### config.mk
export PLATFORM = sky130hd
export DESIGN_NAME = ziggurat_accept_ctrl_flat
export DESIGN_NICKNAME = d
export VERILOG_FILES = /design/src/rtl/ziggurat_accept_ctrl_pkg.sv /design/src/rtl/ziggurat_accept_ctrl_if.sv /design/src/rtl/ziggurat_accept_ctrl_fifo.sv /design/src/rtl/ziggurat_accept_ctrl.sv /design/src/flat_wrapper.sv
export SDC_FILE = /design/constraint.sdc
export NUM_CORES = 1
export LEC_CHECK = 0
export CAP_MARGIN = 10
export CORE_UTILIZATION = 57
export CTS_CLUSTER_DIAMETER = 120
export DETAILED_ROUTE_END_ITERATION = 16
export PLACE_DENSITY = 0.88
export SYNTH_ARGS = -nofsm -noshare
export SYNTH_HDL_FRONTEND = slang
export SYNTH_SLANG_ARGS = --single-unit
### constraint.sdc
create_clock -name clk -period 7.66 [get_ports clk]
set_clock_uncertainty 0.1 [all_clocks]
set_input_delay 1.532 -clock clk [delete_from_list [all_inputs] [get_ports clk]]
set_output_delay 1.532 -clock clk [all_outputs]
set_load 0.03 [all_outputs]
### src/rtl/ziggurat_accept_ctrl_pkg.sv
// Shared widths, saturation constant and candidate record for the Ziggurat accept controller.
package ziggurat_accept_ctrl_pkg;
   localparam int UQ_W = 32;
   localparam int SQ_W = 32;
   localparam logic [SQ_W-1:0] SAT_POS = 32'h7FFF_FFFF;

   typedef logic [SQ_W-1:0] sample_t;

   typedef struct packed {
      logic [UQ_W-1:0] abs;
      logic [UQ_W-1:0] bound;
      logic            sign;
      logic            fast;
   } cand_t;

   // UQ4.28 magnitudes >= 8.0 do not fit SQ3.28 and clip to the largest positive value.
   function automatic sample_t to_signed(input logic [UQ_W-1:0] abs, input logic sign);
      sample_t mag;
      mag = abs[UQ_W-1] ? SAT_POS : sample_t'(abs);
      return sign ? -mag : mag;
   endfunction
endpackage

### src/rtl/ziggurat_accept_ctrl_if.sv
// Candidate input stream and sample output stream of the Ziggurat accept controller.
interface ziggurat_accept_ctrl_if;
   import ziggurat_accept_ctrl_pkg::*;

   logic            cand_valid;
   logic            cand_ready;
   logic [UQ_W-1:0] cand_abs;
   logic            cand_sign;
   logic            cand_fast;
   logic [UQ_W-1:0] cand_wedge_bound_ratio;
   logic            out_valid;
   logic            out_ready;
   sample_t         out_sample;

   modport master (
      output cand_valid, cand_abs, cand_sign, cand_fast, cand_wedge_bound_ratio, out_ready,
      input  cand_ready, out_valid, out_sample
   );

   modport slave (
      input  cand_valid, cand_abs, cand_sign, cand_fast, cand_wedge_bound_ratio, out_ready,
      output cand_ready, out_valid, out_sample
   );
endinterface

### src/rtl/ziggurat_accept_ctrl_fifo.sv
// First-word-fall-through synchronous FIFO; count is exported so the parent can issue credits.
module grng_sync_fifo #(
   parameter int WIDTH = 32,
   parameter int DEPTH = 4
) (
   input  logic                     clk,
   input  logic                     rst_n,
   input  logic                     push,
   input  logic [WIDTH-1:0]         din,
   input  logic                     pop,
   output logic [WIDTH-1:0]         dout,
   output logic                     valid,
   output logic [$clog2(DEPTH):0]   count
);
   localparam int AW = $clog2(DEPTH);

   logic [WIDTH-1:0] mem [DEPTH];
   logic [AW-1:0]    wr_ptr, rd_ptr;
   logic [AW:0]      cnt;
   logic             do_push, do_pop;

   assign do_pop  = pop & (cnt != '0);
   assign do_push = push & (cnt != (AW+1)'(DEPTH));
   assign dout    = mem[rd_ptr];
   assign valid   = (cnt != '0);
   assign count   = cnt;

   always_ff @(posedge clk) begin
      if (do_push) mem[wr_ptr] <= din;
   end

   always_ff @(posedge clk) begin
      if (!rst_n) begin
         wr_ptr <= '0;
         rd_ptr <= '0;
         cnt    <= '0;
      end else begin
         if (do_push) wr_ptr <= wr_ptr + 1'b1;
         if (do_pop)  rd_ptr <= rd_ptr + 1'b1;
         case ({do_push, do_pop})
            2'b10:   cnt <= cnt + 1'b1;
            2'b01:   cnt <= cnt - 1'b1;
            default: cnt <= cnt;
         endcase
      end
   end
endmodule

### src/rtl/ziggurat_accept_ctrl.sv
// Ziggurat accept/reject stage: drives the external wedge Compare, signs/saturates accepted samples.
// Optional GRNG_STATS_EN adds saturating accept/reject counters with a stat_clr input.
module ziggurat_accept_ctrl
   import ziggurat_accept_ctrl_pkg::*;
#(
   parameter int FIFO_DEPTH = 4,
   parameter int MAX_REJECT = 64
) (
   input  logic                   clk,
   input  logic                   rst_n,
   ziggurat_accept_ctrl_if.slave  cif,
   output logic [UQ_W-1:0]        cmp_abs_value,
   output logic [UQ_W-1:0]        cmp_wedge_bound_ratio,
   input  logic                   cmp_value,
   output logic                   rej_err
`ifdef GRNG_STATS_EN
  ,input  logic                   stat_clr,
   output logic [31:0]            stat_accept,
   output logic [31:0]            stat_reject
`endif
);
   localparam int CW = $clog2(FIFO_DEPTH) + 1;
   localparam int RW = $clog2(MAX_REJECT + 1);

   cand_t         slot;
   logic          inflight;
   logic [CW-1:0] fifo_cnt;
   logic [CW:0]   used;
   logic [RW-1:0] consec_rej;
   logic          take, accept, reject;
   sample_t       fifo_dout;

   // A slot is reserved for the in-flight candidate so an accept can always be pushed.
   assign used           = {1'b0, fifo_cnt} + {{CW{1'b0}}, inflight};
   assign cif.cand_ready = rst_n & (used < (CW+1)'(FIFO_DEPTH));
   assign take           = cif.cand_valid & cif.cand_ready;

   assign accept = inflight & (slot.fast | cmp_value);
   assign reject = inflight & ~slot.fast & ~cmp_value;

   assign cmp_abs_value         = slot.abs;
   assign cmp_wedge_bound_ratio = slot.bound;

   always_ff @(posedge clk) begin
      if (!rst_n) begin
         slot       <= '0;
         inflight   <= 1'b0;
         consec_rej <= '0;
         rej_err    <= 1'b0;
      end else begin
         inflight <= take;
         if (take) begin
            slot.abs   <= cif.cand_abs;
            slot.bound <= cif.cand_wedge_bound_ratio;
            slot.sign  <= cif.cand_sign;
            slot.fast  <= cif.cand_fast;
         end
         if (accept) begin
            consec_rej <= '0;
         end else if (reject) begin
            if (consec_rej != RW'(MAX_REJECT)) consec_rej <= consec_rej + 1'b1;
            if (consec_rej >= RW'(MAX_REJECT - 1)) rej_err <= 1'b1;
         end
      end
   end

   grng_sync_fifo #(.WIDTH(SQ_W), .DEPTH(FIFO_DEPTH)) u_fifo (
      .clk   (clk),
      .rst_n (rst_n),
      .push  (accept),
      .din   (to_signed(slot.abs, slot.sign)),
      .pop   (cif.out_ready),
      .dout  (fifo_dout),
      .valid (cif.out_valid),
      .count (fifo_cnt)
   );

   // Uninitialised FIFO storage is never exposed.
   assign cif.out_sample = cif.out_valid ? fifo_dout : '0;

`ifdef GRNG_STATS_EN
   always_ff @(posedge clk) begin
      if (!rst_n || stat_clr) begin
         stat_accept <= '0;
         stat_reject <= '0;
      end else begin
         if (accept && stat_accept != '1) stat_accept <= stat_accept + 1'b1;
         if (reject && stat_reject != '1) stat_reject <= stat_reject + 1'b1;
      end
   end
`endif
endmodule
### src/flat_wrapper.sv
// flat-port wrapper written by rule: the top's interface ports become plain ports
module ziggurat_accept_ctrl_flat import ziggurat_accept_ctrl_pkg::*;
#(
   parameter int FIFO_DEPTH = 4,
   parameter int MAX_REJECT = 64
)
  (clk, rst_n, cmp_abs_value, cmp_wedge_bound_ratio, cmp_value, rej_err, cif_cand_valid, cif_cand_abs, cif_cand_sign, cif_cand_fast, cif_cand_wedge_bound_ratio, cif_out_ready, cif_cand_ready, cif_out_valid, cif_out_sample);
  ziggurat_accept_ctrl_if cif_i ();
  input  logic clk;
  input  logic rst_n;
  output logic [UQ_W-1:0] cmp_abs_value;
  output logic [UQ_W-1:0] cmp_wedge_bound_ratio;
  input  logic cmp_value;
  output logic rej_err;
  input wire logic [$bits(cif_i.cand_valid)-1:0] cif_cand_valid;
  input wire logic [$bits(cif_i.cand_abs)-1:0] cif_cand_abs;
  input wire logic [$bits(cif_i.cand_sign)-1:0] cif_cand_sign;
  input wire logic [$bits(cif_i.cand_fast)-1:0] cif_cand_fast;
  input wire logic [$bits(cif_i.cand_wedge_bound_ratio)-1:0] cif_cand_wedge_bound_ratio;
  input wire logic [$bits(cif_i.out_ready)-1:0] cif_out_ready;
  output wire logic [$bits(cif_i.cand_ready)-1:0] cif_cand_ready;
  output wire logic [$bits(cif_i.out_valid)-1:0] cif_out_valid;
  output wire logic [$bits(cif_i.out_sample)-1:0] cif_out_sample;
  assign cif_i.cand_valid = cif_cand_valid;
  assign cif_i.cand_abs = cif_cand_abs;
  assign cif_i.cand_sign = cif_cand_sign;
  assign cif_i.cand_fast = cif_cand_fast;
  assign cif_i.cand_wedge_bound_ratio = cif_cand_wedge_bound_ratio;
  assign cif_i.out_ready = cif_out_ready;
  assign cif_cand_ready = cif_i.cand_ready;
  assign cif_out_valid = cif_i.out_valid;
  assign cif_out_sample = cif_i.out_sample;
  ziggurat_accept_ctrl #(.FIFO_DEPTH(FIFO_DEPTH), .MAX_REJECT(MAX_REJECT)) u_core (.clk(clk), .rst_n(rst_n), .cif(cif_i), .cmp_abs_value(cmp_abs_value), .cmp_wedge_bound_ratio(cmp_wedge_bound_ratio), .cmp_value(cmp_value), .rej_err(rej_err));
endmodule
# Yosys cells after proc, flatten, opt, wreduce, memory -nomap -nowiden
# Memories as Yosys holds them, arrays and structs flattened. A register that Yosys moved wholly into a read port is not among the register bits.
# Cells that the tools add are included.
[word_totals] register_bits=82 ramBits=128 in_bits=71 mem_count=1
[memory_table] name="u_core.u_fifo.mem" words=4 word_bits=32 read_ports=1 rd_clocked_by_memory_dff=1 wr=1 line="ziggurat_accept_ctrl_fifo.sv:17" source="logic [WIDTH-1:0] mem [DEPTH];"
[classes] add_sub_neg=7 order_cmp=2 n_eq_ne=4 muxes=8 n_bitwise=12 reduce_logical=5
[op_table] cell="two-way mux 32 bit" count=2
[op_table] cell="negation 32 bit" count=1
[op_table] cell="two-way mux 31 bit" count=1
[op_table] cell="adder 7 x 1 -> 7 bit (second input constant)" count=1
[op_table] cell="bitwise AND 1 bit" count=7
[op_table] cell=">= comparator 7 x 6 -> 1 bit (second input constant)" count=1
[op_table] cell="inequality test 7 bit (second input constant)" count=1
[op_table] cell="one-hot mux 3 bit (2 select lines)" count=1
[op_table] cell="adder 2 x 1 -> 2 bit (second input constant)" count=2
[op_table] cell="adder 3 x 1 -> 4 bit" count=1
[op_table] cell="< comparator 4 x 3 -> 1 bit (second input constant)" count=1
[op_table] cell="two-way mux 2 bit" count=2
[op_table] cell="NOT 1 bit" count=4
[op_table] cell="adder 3 x 1 -> 3 bit (second input constant)" count=1
[op_table] cell="inequality test 3 bit (second input constant)" count=1
[op_table] cell="AND reduction 3 bit" count=1
[op_table] cell="nonzero test 3 bit" count=1
[op_table] cell="subtractor 3 x 1 -> 3 bit (second input constant)" count=1
[op_table] cell="== test 2 x 1 -> 1 bit (second input constant)" count=1
[op_table] cell="== test 2 bit (second input constant)" count=1
[op_table] cell="two-way mux 1 bit" count=2
[op_table] cell="AND reduction 2 bit" count=1
[op_table] cell="nonzero test 2 bit" count=1
[op_table] cell="OR reduction 2 bit" count=1
[op_table] cell="bitwise OR 1 bit" count=1

# Depth between registers and ports, before layout
# Gate-level depths: netlist (run 1).
[logic_depth] word_depth=5 depth_mapped=10 ltp_nobuf=9

# Modules after synthesis
# A second synthesis (run 1) with hierarchy kept.
[unflattened] cells_unflattened=821 area_unflattened_um2=9536.6
[modules_own_cells] mod="grng_sync_fifo" n_inst=1 cells_each=218 area_each_um2=5149.9 seq_area_each_um2=4023.9
[modules_own_cells] mod="ziggurat_accept_ctrl" n_inst=1 cells_each=603 area_each_um2=4386.7 seq_area_each_um2=1501.4

# Worst setup path after synthesis (run 1)
# Ideal clock, no wire load.
[synth_path] path_type="input-to-output" from="input rst_n" to="output cif_cand_ready" arrival_ns=2.453 required_time_ns=6.028 slack_ns=3.575 cell_stages=2 path_buffers=0 path_cell_list="inv_1 > a311oi_1"
[synth_via] elab_chain_len=1
[synth_rtl] element="from (decl)" line="flat_wrapper.sv:10" source="input logic rst_n;"
[synth_rtl] element="bitwise AND 1 bit" line="ziggurat_accept_ctrl.sv:35" source="assign cif.cand_ready = rst_n & (used < (CW+1)'(FIFO_DEPTH));"
[synth_rtl] element="to (decl)" line="flat_wrapper.sv:21" source="output wire logic [$bits(cif_i.cand_ready)-1:0] cif_cand_ready;"
# No other way between the ends.

# Worst setup path after layout (run 1)
# Ends and elaborated chain as after synthesis.

==> run metrics, run 1 <==
Die W 130 microns; Synth Area per Inst 11.4 sq um; Synth top cells by count 149 x nand2_1, 128 x edfxtp_1, 84 x dfxtp_1, 78 x a21oi_1, 65 x buf_4; First-pass DRT Iterations 5; drt via density 5.55; Initial Util 0.588; Multi-input gate area 3170 sq um; Die Y-Extent 130 microns; Critical Path, Cell by Cell clkdlybuf4s50_1, inv_2, buf_4, a311oi_1, clkdlybuf4s50_1; critical path arrival 3.61 ns; clk sink count 212; Cell Rows 46; outcome finished, final reports clean; post-cts resize count 0; Post-CTS Setup Inserts 0; highest clock rate 191 MHz; Worst path most repeated cell clkdlybuf4s50_1; Leak 3.83 nW; GPL Wtd Cong 0.872; root buf cell clkbuf_16; Synth Flop Type edfxtp_1; # diodes 0; Worst-path clk slew 0.06 ns; DR vias 6,347; Final Util 0.711; Worst setup EP type output port; cell family with most CP delay buffers and inverters; maximum VDD drop 182 uV; GRT Overall Usage 0.240; Rel. slew slack 0.265; largest net degree at the start of global routing 77; Max Slew Vio Count 0; Gate power share 0.281; async set-reset flop share out of synthesis 0; clk buf depth 3; Synth Register Bits 212; vias in the first global route 6,049; Ports 170; Final Hold Slack 0.352 ns; worst setup path class in -> out; Hold Crit Class reg -> reg; setup_tns 0 ns; Cells after Synth 822; pwr dens 277 nW/um^2; # DRC 0; EDFF count, synth 128; Synth area leaders edfxtp_1 41%, dfxtp_1 18%, mux4_2 7.7%, nand2_1 5.9%, buf_4 5.2%; Slowest cell on crit path clkdlybuf4s50_1; cts hold-fix bufs 0; post-route minimum period 5.24 ns; Final #Nets 992; Final Setup Violations 0; critical path startpoint category input port; total grt overflow 0; initial DRC count 468; H-tree depth 1; die area 17,000 sq um; Worst-Margin Slew 1.10 ns; Yosys Warn Count 0; Yosys cell types 44; number of buffers and inverters on the critical path 4; Final HPWL DP 12.9 mm; design internal power 2.20 mW; final WL 20.2 mm; top-area cell type share of the netlist area 0.409; area leader, netlist edfxtp_1; ANT nets after route 0; CP max stage delay 0.74 ns; mapped cell area 9400 sq um; first-pass GRT wire length 31.1 mm; P_sw 0.959 mW; worst path required time 6.03 ns; layout cells sized above 1 0.0885; Worst-Skew Late Latency 0.50 ns; sequential share of power 0.422; clock buffer count from CTS 21; crit share post-route 0.685; Core Box Area 16,000 sq um; count leader, synth nand2_1; RSZ-0062 raised after global routing false; fill count 1,121; Seq/Total Area, Yosys 0.588; CTS tree done; Final Hold Viols 0; storage element area 5530 sq um; Worst Path Max Fanout 76; max-cap violation count 0; drt wl/cell 17.6 microns; switching share of power 0.304; IO Port Bufs 169; area grow syn2layout 21.1%; initial antenna violation count 0; clock share of power 0.297; syn_nets 902
path summary, 6_finish.rpt:
path         slack (ns)                             start                                to  depth (start not counted)
min                0.35  u_core.cmp_wedge_bound_ratio[31]  u_core.cmp_wedge_bound_ratio[31]                          2
max reg2reg        4.18          u_core.cmp_abs_value[31]          u_core.u_fifo.mem[0][22]                          8
max                2.42                             rst_n                    cif_cand_ready                          5
min reg2reg        0.35  u_core.cmp_wedge_bound_ratio[31]  u_core.cmp_wedge_bound_ratio[31]                          2
cell usage in the layout (no fill, tap or decap), types with 10 or more instances in the layout:
cell	n
mux4_2	32
clkbuf_16	21
clkdlybuf4s50_1	169
nand2_1	148
edfxtp_1	128
inv_1	15
nor2_1	50
mux2i_1	10
nor2b_1	10
and2_1	35
a21oi_1	78
o22ai_1	13
dfxtp_1	81
xor2_1	20
power groups by stage:
stage	Sequential (mW)	Combinational [mW]	Clock, mW
floorplan	1.34	0.615	0
global placement	1.35	0.867	0
detailed placement	1.36	0.886	0
CTS	1.33	0.893	0.948
global route	1.34	0.957	0.985
finish	1.33	0.887	0.936
cells by family after synthesis:
family          Yosys count  share of synthesized area
compound gates          112                     0.0659
fa+ha+maj                 9                     0.0128
flops                   212                      0.588
xor+xnor                 24                     0.0224
buf+inv                 124                     0.0762
mux                      42                     0.0873
simple gates            299                      0.148
per-layer routing:
layer  part of all wire  track usage
met1               0.42        0.313
met2               0.47        0.396
met3              0.087       0.0623
met5                  0            0
met4              0.020       0.0737
registers in the layout, indices dropped and copies added (netlist names), named ones only:
name                          flops
u_core.u_fifo.rd_ptr              2
u_core.u_fifo.count               3
u_core.u_fifo.mem               128
u_core.slot                       2
u_core.cmp_abs_value             32
u_core.cmp_wedge_bound_ratio     32
u_core.consec_rej                 7
u_core.inflight                   1
u_core.rej_err                    1
u_core.u_fifo.wr_ptr              2
layout make-up:
class	instances	share of cell area
Tap cell	216	0.0237
Clock inverter	9	0.00418
Multi-Input combinational cell	486	0.278
Sequential cell	212	0.486
Inverter	17	0.00561
Timing Repair Buffer	174	0.152
Clock buffer	29	0.0506
worst reg2reg max path, cell delays in order, from the launching register on:
cell     delay (ns)
dfxtp_2        0.33
buf_4          0.28
nor2_1         0.39
ha_1           0.24
nor4b_1        0.66
nand3_1        0.32
or3_1          0.41
nand2_1        0.10
xor2_1         0.40
through the flow:
stage	power (mW)	setup slack, ns	instance area (sq um)	cells
floorplan	1.95	3.58	9400	822
global placement	2.22	2.43	10800	1105
detailed placement	2.24	2.41	10800	1105
CTS	3.17	2.41	11400	1143
global route	3.28	2.33	11400	1143
finish	3.16	2.42	11400	1143
Power figures use the tool's default switching activity.
==> inputs of run 2 (changes only) <==
- CORE_UTILIZATION: 57 -> 48
- PLACE_DENSITY: 0.88 -> 0.79
- clock period: 7.66 -> 4.65 ns (I/O delays scaled with it)
==> run 2 against run 1 <==
Register-to-register slack got worse by 2.7 ns. Clock-buffer cell count decreased by 3. Sequential cell count unchanged. Die area increased by 18%. Critical path depth decreased by 1. Largest cell class unchanged. Utilization decreased by 10 points. Non-clock buffer count increased by 7. Sequential power increased by 64%. Clock power increased by 85%. Highest routed layer unchanged. First-iteration DRC count decreased by 13%. Critical path type is now reg -> out. Global-route usage decreased by 3.6 points.
==> run metrics, run 2 (synthesized netlist as in run 1, its figures left out) <==
outcome finished, final reports clean; Core Box Area 19,000 sq um; pwr dens 465 nW/um^2; initial antenna violation count 0; root buf cell clkbuf_16; reg2reg end u_core.u_fifo.mem[0][30]; fill count 1,475; Final #Nets 1,001; Final Setup Violations 0; first-pass GRT wire length 32.0 mm; GPL Wtd Cong 0.860; Gate power share 0.273; Final HPWL DP 13.1 mm; number of flip-flops in the largest register 128; Largest Register u_core.u_fifo.mem; Multi-input gate area 3160 sq um; CTS tree done; clock share of power 0.321; Die W 142 microns; commonest non-fill, non-tap cell in the layout clkdlybuf4s50_1; Worst setup EP type output port; Ports 170; sequential share of power 0.405; WHS Endpoint u_core.cmp_wedge_bound_ratio[9]; drt wl/cell 17.1 microns; Worst-path clk slew 0.06 ns; Leak 3.89 nW; IO Port Bufs 169; drt via density 5.22; placement-stage cell area 10,900 sq um; Cell Rows 50; clock buffer count from CTS 23; largest net degree at the start of global routing 76; storage element area 5530 sq um; initial DRC count 406; Final Hold Viols 0; Post-CTS Setup Inserts 0; ANT nets after route 0; Hold Crit Class reg -> reg; cell area after layout 11,600 sq um; commonest cells after routing, fill and taps aside 169 x clkdlybuf4s50_1, 148 x nand2_1, 128 x edfxtp_1; H-tree depth 1; crit share post-route 0.807; min-delay src u_core.cmp_wedge_bound_ratio[9]; setup_tns 0 ns; Worst Reg-to-Reg Cells 7; highest clock rate 266 MHz; Rel. slew slack 0.400; worst setup path class reg -> out; maximum VDD drop 255 uV; Worst Path Max Fanout 32; Pwr Total 5.38 mW; Max Slew Vio Count 0; max-cap violation count 0; RR Startpoint u_core.cmp_abs_value[0]; post-cts resize count 0; vias in the first global route 6,073; RSZ-0062 raised after global routing false; post-route minimum period 3.75 ns; Worst-Skew Late Latency 0.51 ns; Initial Util 0.496; cts hold-fix bufs 0; design internal power 3.77 mW; switching share of power 0.300; Worst-Margin Slew 0.900 ns; layout cells sized above 1 0.0921; critical path arrival 2.72 ns; # DRC 0; worst path required time 3.62 ns; die area 20,200 sq um; hold path cells 2; GRT Overall Usage 0.204; final WL 20.4 mm; First-pass DRT Iterations 4; clk sink count 212; area grow syn2layout 23.1%; Die Y-Extent 142 microns; DR vias 6,228; # diodes 0; total grt overflow 0; P_sw 1.62 mW; reg2reg setup slack 1.45 ns; critical path startpoint category register; clk buf depth 3
## run 2: power by group through the flow
stage	sequential, mW	combinational, mW	clock [mW]
after global routing	2.19	1.59	1.84
after floorplan	2.20	1.01	0
after CTS	2.18	1.49	1.77
after global placement	2.22	1.46	0
final	2.18	1.47	1.73
after detailed placement	2.22	1.48	0
## run 2: cell type report
| cell class | instances | share of cell area |
|---|---|---|
| flip-flops and latches | 212 | 0.478 |
| multi-input cells | 486 | 0.273 |
| repair buffers | 181 | 0.154 |
| clock buffers | 26 | 0.0507 |
| well taps | 260 | 0.0281 |
| clock inverters | 12 | 0.0107 |
| inverters | 17 | 0.00551 |
## run 2: worst max-delay path by stage
stage	startpoint	endpoint
after floorplan	rst_n	u_core.cmp_abs_value[10]
after global placement	rst_n	cif_cand_ready
after detailed placement	rst_n	cif_cand_ready
after CTS	register	cif_out_sample[12]
after global routing	register	cif_out_sample[12]
final	register	cif_out_sample[12]
## run 2: metrics by stage
stage / setup slack [ns] / hold slack, ns / util / instances
after CTS: 0.812 / 0.353 / 0.610 / 1194
after floorplan: 1.62 / 0.337 / - / 822
final: 0.897 / 0.351 / 0.610 / 1194
after global routing: 0.749 / 0.368 / 0.610 / 1194
after global placement: 1.07 / 0.340 / 0.573 / 1156
after detailed placement: 0.960 / 0.346 / 0.573 / 1156
## run 2: per-layer routing
| metal | GRT usage | part of all wire |
|---|---|---|
| met4 | 0.0521 | 0.017 |
| met2 | 0.328 | 0.45 |
| met3 | 0.0622 | 0.090 |
| met5 | 0 | 0 |
| met1 | 0.270 | 0.44 |
## run 2: critical path, stage by stage, from the launching register on
cell	delay [ns]
dfxtp_2	0.31
buf_4	0.50
mux4_2	0.62
and2_1	0.18
clkdlybuf4s50_1	0.59
==> inputs of run 3 (changes only) <==
- clock period: 4.65 -> 3.2 ns (I/O delays scaled with it)
==> run 3 against run 2 <==
Non-clock buffer count up 10. Clock-buffer cell count increased by 1. Combinational power up 47%. Setup slack got worse by 0.80 ns. Largest power group unchanged. Critical path depth unchanged. Sequential cell count is the same. Critical path type unchanged. Via count increased by 0.67%. Largest cell class unchanged. Routed wire length up 2.9%. First-iteration DRC count decreased by 7.4%.
==> run metrics, run 3 (synthesized netlist as in run 1, its figures left out) <==
outcome finished, final reports clean; GRT Overall Usage 0.209; area grow syn2layout 25.5%; Worst-Skew Late Latency 0.51 ns; Core Box Area 19,000 sq um; Rel. slew slack 0.476; Final Util 0.622; Final #Nets 1,010; number of flip-flops in the largest register 128; RR Startpoint u_core.cmp_abs_value[31]; Hold Crit Class reg -> reg; ANT nets after route 0; Largest Register u_core.u_fifo.mem; layout cells sized above 1 0.105; Worst setup EP type output port; placement-stage cell area 11,000 sq um; clk sink count 212; max-cap violation count 0; pre-CTS setup slack 0.315 ns; Worst Path Max Fanout 16; Final Hold Slack 0.354 ns; highest clock rate 323 MHz; first-pass GRT wire length 32.4 mm; P_sw 2.36 mW; Post-CTS Setup Inserts 0; critical path arrival 2.36 ns; design internal power 5.45 mW; Leak 4.39 nW; drt wl/cell 17.4 microns; GPL Wtd Cong 0.867; Die W 142 microns; crit share post-route 0.969; # diodes 0; Worst-path clk slew 0.06 ns; # DRC 0; final WL 21.0 mm; maximum VDD drop 454 uV; total grt overflow 0; clock share of power 0.316; fill count 1,452; die area 20,200 sq um; First-pass DRT Iterations 4; initial DRC count 376; Max Slew Vio Count 0; reg2reg end u_core.u_fifo.mem[0][26]; Final Setup Violations 0; drt via density 5.20; CTS tree done; RSZ-0062 raised after global routing false; clk buf depth 3; DR vias 6,270; clock buffer count from CTS 22; worst setup path class reg -> out; critical path startpoint category register; cell area after layout 11,800 sq um; IO Port Bufs 169; reg2reg setup slack 0.55 ns; commonest non-fill, non-tap cell in the layout nand2_1; Final Hold Viols 0; initial antenna violation count 0; Gate power share 0.277; vias in the first global route 6,187; sequential share of power 0.407; largest net degree at the start of global routing 76; Initial Util 0.496; setup_tns 0 ns; post-route minimum period 3.10 ns; Worst Reg-to-Reg Cells 8; root buf cell clkbuf_16; Final HPWL DP 13.5 mm; H-tree depth 1; worst path required time 2.46 ns; pwr dens 662 nW/um^2; Worst Slack Setup Final 0.100 ns; commonest cells after routing, fill and taps aside 148 x nand2_1, 137 x clkdlybuf4s50_1, 128 x edfxtp_1; CP Capture Point cif_out_sample[4]; Ports 170; switching share of power 0.303; Die Y-Extent 142 microns; Cell Rows 50; Worst-Margin Slew 0.786 ns
[run 3: metal layers]
metal  global-route usage  part of all wire
met1                0.269              0.42
met2                0.346              0.48
met3               0.0626             0.091
met4               0.0492             0.018
met5                    0                 0
[run 3: power by group through the flow]
| stage | registers (mW) | logic (mW) | clock network [mW] |
|---|---|---|---|
| 2_1_floorplan | 3.20 | 1.47 | 0 |
| 3_3_place_gp | 3.22 | 2.16 | 0 |
| 3_5_place_dp | 3.23 | 2.19 | 0 |
| 4_1_cts | 3.17 | 2.18 | 2.52 |
| 5_1_grt | 3.19 | 2.34 | 2.62 |
| 6_report | 3.18 | 2.16 | 2.47 |
[run 3: worst min-delay path by stage]
stage | from | end | slack, ns | depth (start not counted)
5_1_grt | u_core.cmp_wedge_bound_ratio[28] | u_core.cmp_wedge_bound_ratio[28] | 0.37 | 2
6_report | u_core.cmp_wedge_bound_ratio[25] | u_core.cmp_wedge_bound_ratio[25] | 0.35 | 2
4_1_cts | u_core.rej_err | u_core.rej_err | 0.35 | 2
3_5_place_dp | u_core.rej_err | u_core.rej_err | 0.35 | 2
2_1_floorplan | u_core.cmp_wedge_bound_ratio[0] | u_core.cmp_wedge_bound_ratio[0] | 0.34 | 2
3_3_place_gp | u_core.rej_err | u_core.rej_err | 0.34 | 2
[run 3: area by class of cell]
type	instances	area, sq um	area share
clock inverters	12	124	0.0105
inverters	17	63.8	0.00541
multi-input cells	486	3170	0.269
clock buffers	27	569	0.0483
flip-flops and latches	212	5530	0.469
repair buffers	191	2020	0.171
well taps	260	325	0.0276
[run 3: what timing repair did]
item,CTS,global route
cloned,0,1
endpoints found under the setup margin,32,24
resized for setup,9,23
hold buffers,0,0
[run 3: per-stage QoR]
step | std cells | power, mW
6_report | 1205 | 7.81
5_1_grt | 1205 | 8.16
4_1_cts | 1204 | 7.88
3_5_place_dp | 1165 | 5.42
3_3_place_gp | 1165 | 5.38
2_1_floorplan | 822 | 4.67
[run 3: critical path, cell delays in order, from the launching register on]
cell and delay (ns):
dfxtp_2 0.40, buf_12 0.20, mux4_2 0.50, and2_1 0.16, clkdlybuf4s50_1 0.58
